**config.mk**
```make
export PLATFORM = sky130hd
export DESIGN_NAME = writeback_buffer
export DESIGN_NICKNAME = d
export VERILOG_FILES = /design/src/rtl/lc3b_types.sv /design/src/rtl/wbuf_entry_array.sv /design/src/rtl/writeback_buffer.sv
export SDC_FILE = /design/constraint.sdc
export NUM_CORES = 1
export LEC_CHECK = 0
export CELL_PAD_IN_SITES_DETAIL_PLACEMENT = 0
export CELL_PAD_IN_SITES_GLOBAL_PLACEMENT = 2
export CORE_MARGIN = 2
export CORE_UTILIZATION = 36
export CTS_BUF_LIST = sky130_fd_sc_hd__clkbuf_4 sky130_fd_sc_hd__clkbuf_8
export DETAILED_ROUTE_END_ITERATION = 8
export PLACE_DENSITY = 0.84
export SLEW_MARGIN = 20
export SYNTH_ARGS = -nofsm -noshare
export SYNTH_HDL_FRONTEND = slang
export SYNTH_HIERARCHICAL = 1
export SYNTH_SLANG_ARGS = --single-unit
```
**constraint.sdc**
```tcl
create_clock -name clk -period 6.6 [get_ports clk]
set_clock_uncertainty 0.2 [all_clocks]
set_input_delay 0.66 -clock clk [delete_from_list [all_inputs] [get_ports clk]]
set_output_delay 0.66 -clock clk [all_outputs]
set_load 0.01 [all_outputs]
```
**src/rtl/lc3b_types.sv**
```systemverilog
// rtl/lc3b_types.sv - shared LC-3b word/line types and line-address helpers
package lc3b_types;

  typedef logic [15:0]  lc3b_word;
  typedef logic [127:0] lc3b_line;

  // Byte offset within a 16-byte line; the remaining address bits form the tag.
  localparam int LC3B_OFFSET_W = 4;

  typedef logic [15-LC3B_OFFSET_W:0] lc3b_line_tag;

  // Line-aligned byte address for a tag.
  function automatic lc3b_word line_addr(input lc3b_line_tag tag);
    return {tag, {LC3B_OFFSET_W{1'b0}}};
  endfunction

endpackage

```
**src/rtl/wbuf_entry_array.sv**
```systemverilog
// rtl/wbuf_entry_array.sv - circular FIFO of buffered lines with tag lookup
module wbuf_entry_array
  import lc3b_types::*;
#(
  parameter  int DEPTH = 2,
  localparam int IW    = (DEPTH > 1) ? $clog2(DEPTH) : 1,
  localparam int CW    = $clog2(DEPTH + 1)
) (
  input  logic         clk,
  input  logic         reset,
  input  lc3b_line_tag lookup_tag_i,
  output logic         hit_o,
  output logic [IW-1:0] hit_idx_o,
  output lc3b_line     hit_line_o,
  input  logic         enq_i,
  input  lc3b_line_tag enq_tag_i,
  input  lc3b_line     enq_line_i,
  input  logic         ovw_i,
  input  logic [IW-1:0] ovw_idx_i,
  input  lc3b_line     ovw_line_i,
  input  logic         pop_i,
  output lc3b_line_tag head_tag_o,
  output lc3b_line     head_line_o,
  output logic [CW-1:0] count_o,
  output logic         full_o,
  output logic         empty_o
);

  logic [DEPTH-1:0] valid_q;
  lc3b_line_tag     tag_q  [DEPTH];
  lc3b_line         line_q [DEPTH];
  logic [IW-1:0]    head_q;
  logic [IW-1:0]    tail_q;
  logic [CW-1:0]    count_q;

  function automatic logic [IW-1:0] wrap_inc(input logic [IW-1:0] p);
    if (p == IW'(DEPTH - 1)) return '0;
    return p + IW'(1);
  endfunction

  // Valid bits and FIFO pointers; the FSM never pops and enqueues together,
  // but both are handled so the array stays self-consistent.
  always_ff @(posedge clk or posedge reset) begin
    if (reset) begin
      valid_q <= '0;
      head_q  <= '0;
      tail_q  <= '0;
      count_q <= '0;
    end else begin
      if (pop_i) begin
        valid_q[head_q] <= 1'b0;
        head_q          <= wrap_inc(head_q);
      end
      if (enq_i) begin
        valid_q[tail_q] <= 1'b1;
        tail_q          <= wrap_inc(tail_q);
      end
      case ({enq_i, pop_i})
        2'b10:   count_q <= count_q + CW'(1);
        2'b01:   count_q <= count_q - CW'(1);
        default: count_q <= count_q;
      endcase
    end
  end

  // Tag and line payload; qualified by valid_q so no reset is needed.
  always_ff @(posedge clk) begin
    if (enq_i) begin
      tag_q[tail_q]  <= enq_tag_i;
      line_q[tail_q] <= enq_line_i;
    end
    if (ovw_i) begin
      line_q[ovw_idx_i] <= ovw_line_i;
    end
  end

  // Associative lookup; coalescing keeps at most one valid entry per tag.
  always_comb begin
    hit_o     = 1'b0;
    hit_idx_o = '0;
    for (int i = 0; i < DEPTH; i++) begin
      if (valid_q[i] && (tag_q[i] == lookup_tag_i)) begin
        hit_o     = 1'b1;
        hit_idx_o = IW'(i);
      end
    end
  end

  assign hit_line_o  = line_q[hit_idx_o];
  assign head_tag_o  = tag_q[head_q];
  assign head_line_o = line_q[head_q];
  assign count_o     = count_q;
  assign full_o      = (count_q == CW'(DEPTH));
  assign empty_o     = (count_q == '0);

endmodule

```
**src/rtl/writeback_buffer.sv**
```systemverilog
// rtl/writeback_buffer.sv - write-back line buffer between cache and pmem
module writeback_buffer
  import lc3b_types::*;
#(
  parameter int DEPTH = 2
) (
  input  logic     clk,
  input  logic     reset,
  input  logic     cache_read,
  input  logic     cache_write,
  input  lc3b_word cache_address,
  input  lc3b_line cache_wdata,
  output lc3b_line cache_rdata,
  output logic     cache_resp,
  output logic     pmem_read,
  output logic     pmem_write,
  output lc3b_word pmem_address,
  output lc3b_line pmem_wdata,
  input  lc3b_line pmem_rdata,
  input  logic     pmem_resp,
  output logic     wb_empty
);

  localparam int IW = (DEPTH > 1) ? $clog2(DEPTH) : 1;
  localparam int CW = $clog2(DEPTH + 1);

  typedef enum logic [1:0] {
    IDLE       = 2'd0,
    PMEM_READ  = 2'd1,
    PMEM_WRITE = 2'd2,
    RESPOND    = 2'd3
  } state_e;

  state_e        state_q, state_d;
  lc3b_line      rdata_q, rdata_d;

  lc3b_line_tag  req_tag;
  logic          hit;
  logic [IW-1:0] hit_idx;
  lc3b_line      hit_line;
  logic          enq, ovw, pop;
  lc3b_line_tag  head_tag;
  lc3b_line      head_line;
  logic [CW-1:0] count;
  logic          full, empty;

  logic          unused_offset;

  assign req_tag       = cache_address[15:LC3B_OFFSET_W];
  assign unused_offset = ^cache_address[LC3B_OFFSET_W-1:0];

  wbuf_entry_array #(.DEPTH(DEPTH)) u_entries (
    .clk          (clk),
    .reset        (reset),
    .lookup_tag_i (req_tag),
    .hit_o        (hit),
    .hit_idx_o    (hit_idx),
    .hit_line_o   (hit_line),
    .enq_i        (enq),
    .enq_tag_i    (req_tag),
    .enq_line_i   (cache_wdata),
    .ovw_i        (ovw),
    .ovw_idx_i    (hit_idx),
    .ovw_line_i   (cache_wdata),
    .pop_i        (pop),
    .head_tag_o   (head_tag),
    .head_line_o  (head_line),
    .count_o      (count),
    .full_o       (full),
    .empty_o      (empty)
  );

  // State and read-data registers; reset abandons any pmem transaction.
  always_ff @(posedge clk or posedge reset) begin
    if (reset) begin
      state_q <= IDLE;
      rdata_q <= '0;
    end else begin
      state_q <= state_d;
      rdata_q <= rdata_d;
    end
  end

  // Next-state, buffer controls and Moore outputs.
  always_comb begin
    state_d      = state_q;
    rdata_d      = rdata_q;
    enq          = 1'b0;
    ovw          = 1'b0;
    pop          = 1'b0;
    cache_resp   = 1'b0;
    cache_rdata  = '0;
    pmem_read    = 1'b0;
    pmem_write   = 1'b0;
    pmem_address = '0;
    pmem_wdata   = '0;

    unique case (state_q)
      IDLE: begin
        // A read wins over a write if both are (illegally) raised.
        if (cache_read) begin
          if (hit) begin
            rdata_d = hit_line;
            state_d = RESPOND;
          end else begin
            state_d = PMEM_READ;
          end
        end else if (cache_write) begin
          if (hit) begin
            ovw     = 1'b1;
            state_d = RESPOND;
          end else if (!full) begin
            enq     = 1'b1;
            state_d = RESPOND;
          end else begin
            // Buffer full: drain the head; the cache keeps holding its write.
            state_d = PMEM_WRITE;
          end
        end else if (!empty) begin
          state_d = PMEM_WRITE;
        end
      end
      PMEM_READ: begin
        pmem_read    = 1'b1;
        pmem_address = line_addr(req_tag);
        if (pmem_resp) begin
          rdata_d = pmem_rdata;
          state_d = RESPOND;
        end
      end
      PMEM_WRITE: begin
        pmem_write   = 1'b1;
        pmem_address = line_addr(head_tag);
        pmem_wdata   = head_line;
        if (pmem_resp) begin
          pop     = 1'b1;
          state_d = IDLE;
        end
      end
      RESPOND: begin
        cache_resp  = 1'b1;
        cache_rdata = rdata_q;
        state_d     = IDLE;
      end
      default: state_d = IDLE;
    endcase
  end

  assign wb_empty = (count == '0);

endmodule

```
==> results of run 1 <==
-- area by class of cell --
cell class	instances	area, um2
flip-flops and latches	416	11800
diodes	12	30.0
clock inverters	16	86.3
inverters	9	38.8
fillers	5984	34900
well taps	873	1090
multi-input cells	1143	11700
clock buffers	137	1610
repair buffers	563	5650
-- state kept, by name, summed over array words and instances, names as in the netlist --
signal / cells
u_entries/tail_q: 1
u_entries/valid_q: 2
state_q: 2
rdata_q: 128
u_entries/line_q: 256
u_entries/tag_q: 24
u_entries/head_q: 1
u_entries/count_o: 2
-- kinds of logic (layout without fill, tap and decap cells) --
| logic type | Yosys count | in the layout | synth area share |
|---|---|---|---|
| buffers and inverters | 131 | 725 | 0.0345 |
| AOI/OAI and AO/OA | 18 | 18 | 0.00568 |
| xor gates and xnor gates | 29 | 29 | 0.0105 |
| adders and majority gates | 8 | 8 | 0.00413 |
| DFF | 416 | 416 | 0.487 |
| muxes | 783 | 783 | 0.382 |
| and+or+nand+nor | 301 | 301 | 0.0760 |
| other | 1 | 16 | 0.000155 |
-- metrics by stage --
stage	worst slack, ns	area, um2
finish	2.16	32000
detailed placement	1.52	30300
global route	1.99	32000
global placement	1.58	30300
floorplan	0.769	24300
CTS	2.08	32000
-- Yosys cell counts (all sizes together) (2+ instances only) --
| library cell | count | area share |
|---|---|---|
| nor2 | 4 | 0.00062 |
| nand4 | 3 | 0.00077 |
| nor4 | 3 | 0.0010 |
| xor2 | 10 | 0.0036 |
| nor2b | 16 | 0.0041 |
| and2 | 257 | 0.066 |
| mux2 | 781 | 0.38 |
| a22oi | 12 | 0.0037 |
| nand2b | 2 | 0.00052 |
| clkbuf | 77 | 0.012 |
| buf | 45 | 0.021 |
| nand2 | 13 | 0.0020 |
| ha | 8 | 0.0041 |
| dfrtp | 136 | 0.14 |
| inv | 9 | 0.0014 |
| mux2i | 2 | 0.00083 |
| xnor2 | 19 | 0.0069 |
| edfxtp | 280 | 0.35 |
-- critical path, delay by kind of cell, from the launching register on --
kind | cells | cell delay [ns]
buffers and inverters | 2 | 0.98
multiplexers | 1 | 0.42
AND/OR/NAND/NOR | 1 | 0.08
flip-flops | 1 | 0.89
AO/OA/AOI/OAI | 1 | 0.19
-- worst min path at each step --
stage / to / cells after the start
floorplan: u_entries/valid_q[1] / 2
global placement: rdata_q[21] / 1
detailed placement: rdata_q[22] / 1
CTS: u_entries/head_q / 2
global route: u_entries/head_q / 2
finish: u_entries/head_q / 2
-- power by group through the flow --
stage | registers [mW] | logic [mW] | clock network, mW
2_1_floorplan | 3.65 | 3.66 | 0
5_1_grt | 3.84 | 5.77 | 2.91
3_5_place_dp | 3.81 | 5.52 | 0
4_1_cts | 3.77 | 5.54 | 2.81
6_report | 3.77 | 5.45 | 2.70
3_3_place_gp | 3.78 | 5.48 | 0
-- layer usage --
layer / vias to the layer above / global-route usage
met3: 124 / 0.0483
met5: - / 0
met1: 7663 / 0.238
met4: 10 / 0.0859
li1: 7258 / -
met2: 366 / 0.350
==> impl_summary.md, run 1 <==
Global route
For this run, the total global-route usage over all layers was measured as 0.202. The first global-routing pass estimated 106,000 um of wire. The final global-route overflow total is 0. The via count of the first global-routing pass is 16,667. The initial antenna violation count is 16. Entering global routing, the biggest net connects 103 pins.

CTS
The root buffer cell chosen for the clock tree is sky130_fd_sc_hd__clkbuf_8. The CTS H-tree depth is 3. The total setup buffers inserted after CTS is 0.

The clock passes through at most 3 buffers. After clock tree synthesis, the clock-pin slew on the worst setup and hold paths is 0.06 ns. Gates resized during post-CTS repair numbered 0. For this design, the sink count on the clock tree is 416. The number of clock buffers added by TritonCTS is 83. At the later pin of the worst-skew pair, clock insertion delay measures 0.65 ns. The CTS tree is yes. After clock tree synthesis, the flow added hold-fix buffers numbering 0.

Power
Total power for the finished layout comes to 11.9 mW. Of the total power, the share spent switching nets is 0.321. The share of total power dissipated in the clock network is 0.226. Across the VDD grid, the largest voltage drop is 0.516 mV.

The leakage power is 11.8 nW. Power spread over the standard cell area amounts to 372 nW/um2. The fraction of power consumed by sequential logic is 0.316. The combinational group share of total power is 0.457. Internal power comes to 8.10 mW.

The total net switching power is 3.82 mW.

STA
The top achievable clock speed is 0.225 GHz. The hold violation total from the final report is 0. Adding up every negative setup slack in the final design gives 0 ns.

The number of slew-limit violations in the final report is 0. Setup repair after global routing left no endpoint under its margin. The shortest clock period the worst path allows after layout is 4.44 ns. The final count of negative-setup-slack endpoints is 0. On the final layout, the worst hold slack is 0.177 ns. The relative slew slack is 0.248. In the finished design, the share of the clock period the worst path needs comes to 0.672. At the pin with the least slew margin, the transition time is 1.13 ns.

Run status
The run finished with clean final reports.

Setup path
Walking the worst path, the cells encountered are buf_12 > mux2_2 > a22oi_1 > nor2b_1 > clkdlybuf4s50_1. The critical path launch point type is a flip-flop. The data required time at the worst endpoint is 5.74 ns. The worst register-to-register path has a depth of 7. The worst setup path startpoint is u_entries/head_q. The end of the worst register-to-register path is u_entries/line_q[1][27]. The critical path's largest stage delay is 0.89 ns. The end of the critical path is pmem_address[5]. In this run the critical register-to-register path is launched from u_entries/tag_q[1][7]. The peak fanout along the critical path is 102. The worst setup path is of the flip-flop to primary output kind. The slowest stage of the critical path belongs to the cell sky130_fd_sc_hd__dfrtp_4. STA classifies the critical path endpoint as a primary output.

Setup slack on the worst reg-to-reg path comes out at 2.47 ns. For the worst setup path, the data arrival time is 3.58 ns.

Logic synthesis
The cell area that synthesis handed to floorplanning was 24,300 um2. The most used flip-flop cell after synthesis is sky130_fd_sc_hd__edfxtp_1. The number of different library cells used by synthesis comes to 35. Counting flops with an async set or reset pin after synthesis yields a share of 0.327.

The average instance in the mapped netlist occupies 14.4 um2. After synthesis the netlist holds a flip-flop and latch count of 416. The cell count after synthesis is 1,687. The warning count from the yosys run is 6.

The number of synthesized flops with an enable pin is 280. The post-synthesis sequential area ratio is 0.487.

Finish
At the end of the flow, the number of nets in the layout was 2,501. The finished layout holds 3,169 standard cells, fillers aside. At the end of the flow the core is filled with cells to 0.479. In the final layout, the share of cells above drive strength 1 is 0.372. The library cells used most frequently in the layout, excluding fill and tap cells, are 553 x sky130_fd_sc_hd__mux2_2, 544 x sky130_fd_sc_hd__clkdlybuf4s50_1, 280 x sky130_fd_sc_hd__edfxtp_1. The most frequent standard cell in the layout excluding fill and tap cells is sky130_fd_sc_hd__mux2_2. From synthesis to final layout, the design area changed by 32.0%.

Job
The reported max-cap violation count is 0.

Drt
The mean routed wirelength per cell is 22.5 um. In the detailed route, the total length drawn on met3 is 3660 um. The total length of routed met2 wires is 36,200 um. The detail route stage leaves a number of antenna-violating nets equal to 0.

The total via count in the routed design is 15,421. The routed metal-1 wirelength is 29,100 um. After detailed routing, the number of vias per cell comes to 4.87. The number of remaining DRC errors is 0. After detailed routing, the total wire length is 71,300 um. The first detailed-routing pass took 4 iterations. The detailed router's first-iteration violation count is 631. The top layer reached by signal wires is met5.

Floorplanning
The overall die area is 69,500 um2. The floorplan has 95 rows. The die is 264 um wide. The core region is 66,900 um2.

The die boundary height is 264 um. For this configuration, the core starts out at a cell density of 0.362. The total I/O pin count is 553.

Worst hold path
The path class of the lowest-slack min-delay path is primary input to asynchronous set/reset pin.

Place
The count of input and output buffers is 544. Routability-driven placement finished with a final weighted congestion of 0.765. The number of cells in the design after placement is 3,004.

The HPWL reported at the end of detailed placement is 45,400 um.
Note: power is estimated with default switching activity, not from simulation.
==> run 2: changes to the inputs <==
- CORE_UTILIZATION: 36 -> 32
- PLACE_DENSITY: 0.84 -> 0.79
- clock period: 6.6 -> 3.77 ns (I/O delays scaled with it)
==> run 2 against run 1 <==
Setup slack got worse by 1.9 ns. Critical path type unchanged. Clock power increased by 81%. Sequential share of layout area decreased by 0.90 points.
==> impl_summary.md, run 2 (synthesis results as in run 1) <==
Run status
The run finished with clean final reports.

Job
The tool flagged a number of max-cap violations equal to 0.

Drt
The final antenna-violating net count is 0. The per-cell via count in the routed design is 4.73. In the final routed layout, each cell accounts on average for 22.7 um. The detailed router placed 15,586 vias in this run. The number of detailed-route iterations in the first pass is 6. The number of remaining DRC errors is 0.

Wires add up to 75,000 um. The detailed router's first-iteration violation count is 530.

Setup path
The arrival time of data at the critical path endpoint is 2.94 ns. The critical path launch point type is a flip-flop. The critical path goes through ha_4 > buf_4 > and2_1 > clkdlybuf4s50_1. The data required time at the worst endpoint is 3.19 ns. The peak fanout along the critical path is 51.

The number of buffers and inverters on the critical path is 2. The cell with the largest stage delay on the worst path is sky130_fd_sc_hd__ha_4. The critical path's largest stage delay is 0.60 ns. STA classifies the critical path endpoint as a primary output. The family with the most delay on the worst path is buffers and inverters.

The critical path class is flip-flop to primary output.

Finish
In the final layout, the multi-input gates occupy 11,700 um2. Of the cells placed in the final design, the portion with a size suffix greater than 1 is 0.381. The area taken by flip-flops and latches is 11,800 um2. The count of filler cells inserted in the layout is 6,795. The largest registers in the layout are u_entries/line_q (256), rdata_q (128), u_entries/tag_q (24). Once layout is complete, the utilization of the core stands at 0.439. From synthesis to final layout, the design area changed by 35.3%.

Leaving out fill and tap cells, the most frequent cell in the layout is sky130_fd_sc_hd__mux2_2. The final instance count without filler cells is 3,298. In the layout the commonest cells are 553 x sky130_fd_sc_hd__mux2_2, 544 x sky130_fd_sc_hd__clkdlybuf4s50_1, 280 x sky130_fd_sc_hd__edfxtp_1. The total number of nets in the final design is 2,531.

The register with the most flip-flops in the layout has 256 of them. The register containing the most flip-flops in the final layout is u_entries/line_q.

Place
The HPWL reported at the end of detailed placement is 50,300 um. Timing analysis after detailed placement gives a worst setup slack of 0.149 ns. The placer congestion estimate is 0.789. Input and output buffers added on the ports amount to 544. The number of placed instances, taps included, is 3,131.

STA
At the pin with the least slew margin, the transition time is 1.04 ns. Measured against its own limit, the worst slew margin works out to 0.308. The number of slew-limit violations in the final report is 0.

Setup repair after global routing left no endpoint under its margin. Setup violations remaining at the end of the flow were counted as 0. The hold violation total from the final report is 0.

The final worst-path setup slack is 0.248 ns. After routing, the total negative slack on setup checks comes to 0 ns. The top achievable clock speed is 0.284 GHz. Of the available clock period, the critical path in the final layout requires 0.934. The shortest clock period the worst path allows after layout is 3.52 ns.

Global route
Summed over all layers, the global routing overflow is 0. The via count of the first global-routing pass is 16,893. The first global-routing pass estimated 111,000 um of wire.

The maximum number of pins on one net before global-route repair is 79. In the global route stage, overall resource usage came out at 0.188. The initial antenna violation count is 18.

Floorplanning
The initial utilization of the core area, before any placement, comes to 0.325. The core area is 74,700 um2. The die boundary height is 279 um. The die covers 78,000 um2. The total I/O pin count is 553. The number of core rows is 100.

In this run the horizontal extent of the chip is 279 um.

CTS
TritonCTS built the clock tree. The clock reaches the later pin of the worst-skew pair after 0.66 ns. In this run, post-CTS repair resized a total of 0 instances. In this run the deepest clock path goes through 3 buffers. The clock-pin slew on the worst setup and hold paths is 0.06 ns. The CTS H-tree depth is 3. The CTS buffer count is 81. Counting every sink on the clock net gives 416.

The tree is rooted in a sky130_fd_sc_hd__clkbuf_8.

Power
The overall power after layout is 21.3 mW. The maximum vdd ir drop is 0.504 mV. Power spread over the standard cell area amounts to 650 nW/um2.

The analysis attributes to cell leakage a power of 12.1 nW.

Worst hold path
In this run the worst hold path is classified as primary input to flip-flop.
-- run 2: changes by cell type in the layout (fill, tap and decap cells not counted) --
| cell | delta |
|---|---|
| sky130_fd_sc_hd__buf_12 | +28 |
| sky130_fd_sc_hd__clkbuf_4 | -6 |
| sky130_fd_sc_hd__buf_4 | +3 |
| sky130_fd_sc_hd__clkbuf_8 | +3 |
| sky130_fd_sc_hd__clkinv_1 | -3 |
| sky130_fd_sc_hd__diode_2 | +3 |
| sky130_fd_sc_hd__bufinv_16 | +2 |
| sky130_fd_sc_hd__clkinv_2 | +2 |
| sky130_fd_sc_hd__inv_6 | -2 |
| sky130_fd_sc_hd__nand2_4 | -2 |
| sky130_fd_sc_hd__nand2_8 | +2 |
| sky130_fd_sc_hd__clkinv_8 | +1 |
| sky130_fd_sc_hd__clkinvlp_4 | +1 |
| sky130_fd_sc_hd__dlygate4sd3_1 | +1 |
-- run 2: worst paths after layout --
path	slack [ns]	cells after the start	start	to
worst max-delay path	0.25	4	state_q[0]	cache_rdata[117]
worst min-delay path	0.24	1	cache_address[14]	u_entries/tag_q[1][10]
worst max register to register	0.67	8	state_q[0]	u_entries/line_q[1][65]
worst min register to register	0.28	1	rdata_q[21]	rdata_q[21]
max in group asynchronous	1.90	4	reset	rdata_q[108]
min in group asynchronous	0.43	3	reset	u_entries/valid_q[1]
-- run 2: layout make-up --
class,count,share of cell area
antenna,15,0.00114
clock buffer,134,0.0489
clock inverter,17,0.00465
inverter,9,0.00114
multi-input combinational,1143,0.357
sequential,416,0.360
tap,969,0.0369
timing repair buffer,595,0.190
-- run 2: through the flow --
step,area [um2],hold WS (ns)
6_report,32800,0.239
5_1_grt,32800,0.177
4_1_cts,32800,0.172
3_5_place_dp,31000,0.273
3_3_place_gp,31000,0.266
2_1_floorplan,24300,-0.0320
-- run 2: power breakdown --
| part | switching (mW) | internal [mW] | leakage [nW] | total [mW] |
|---|---|---|---|---|
| Combinational | 4.23 | 5.69 | 7.05 | 9.92 |
| Clock | 2.06 | 2.83 | 0.948 | 4.90 |
| Sequential | 0.556 | 5.97 | 4.13 | 6.53 |
-- run 2: what timing repair did --
item / in CTS / in global routing
hold buffers: 1 / 0
hold endpoints to repair: 17 / 0
buffers inserted: 0 / 0
-- run 2: routing by layer --
metal | global-route usage | routed length, um | part of all wire
met3 | 0.0529 | 4630 | 0.062
met2 | 0.326 | 38100 | 0.51
met1 | 0.225 | 30700 | 0.41
met5 | 0 | 57 | 0.00076
met4 | 0.0600 | 1480 | 0.020
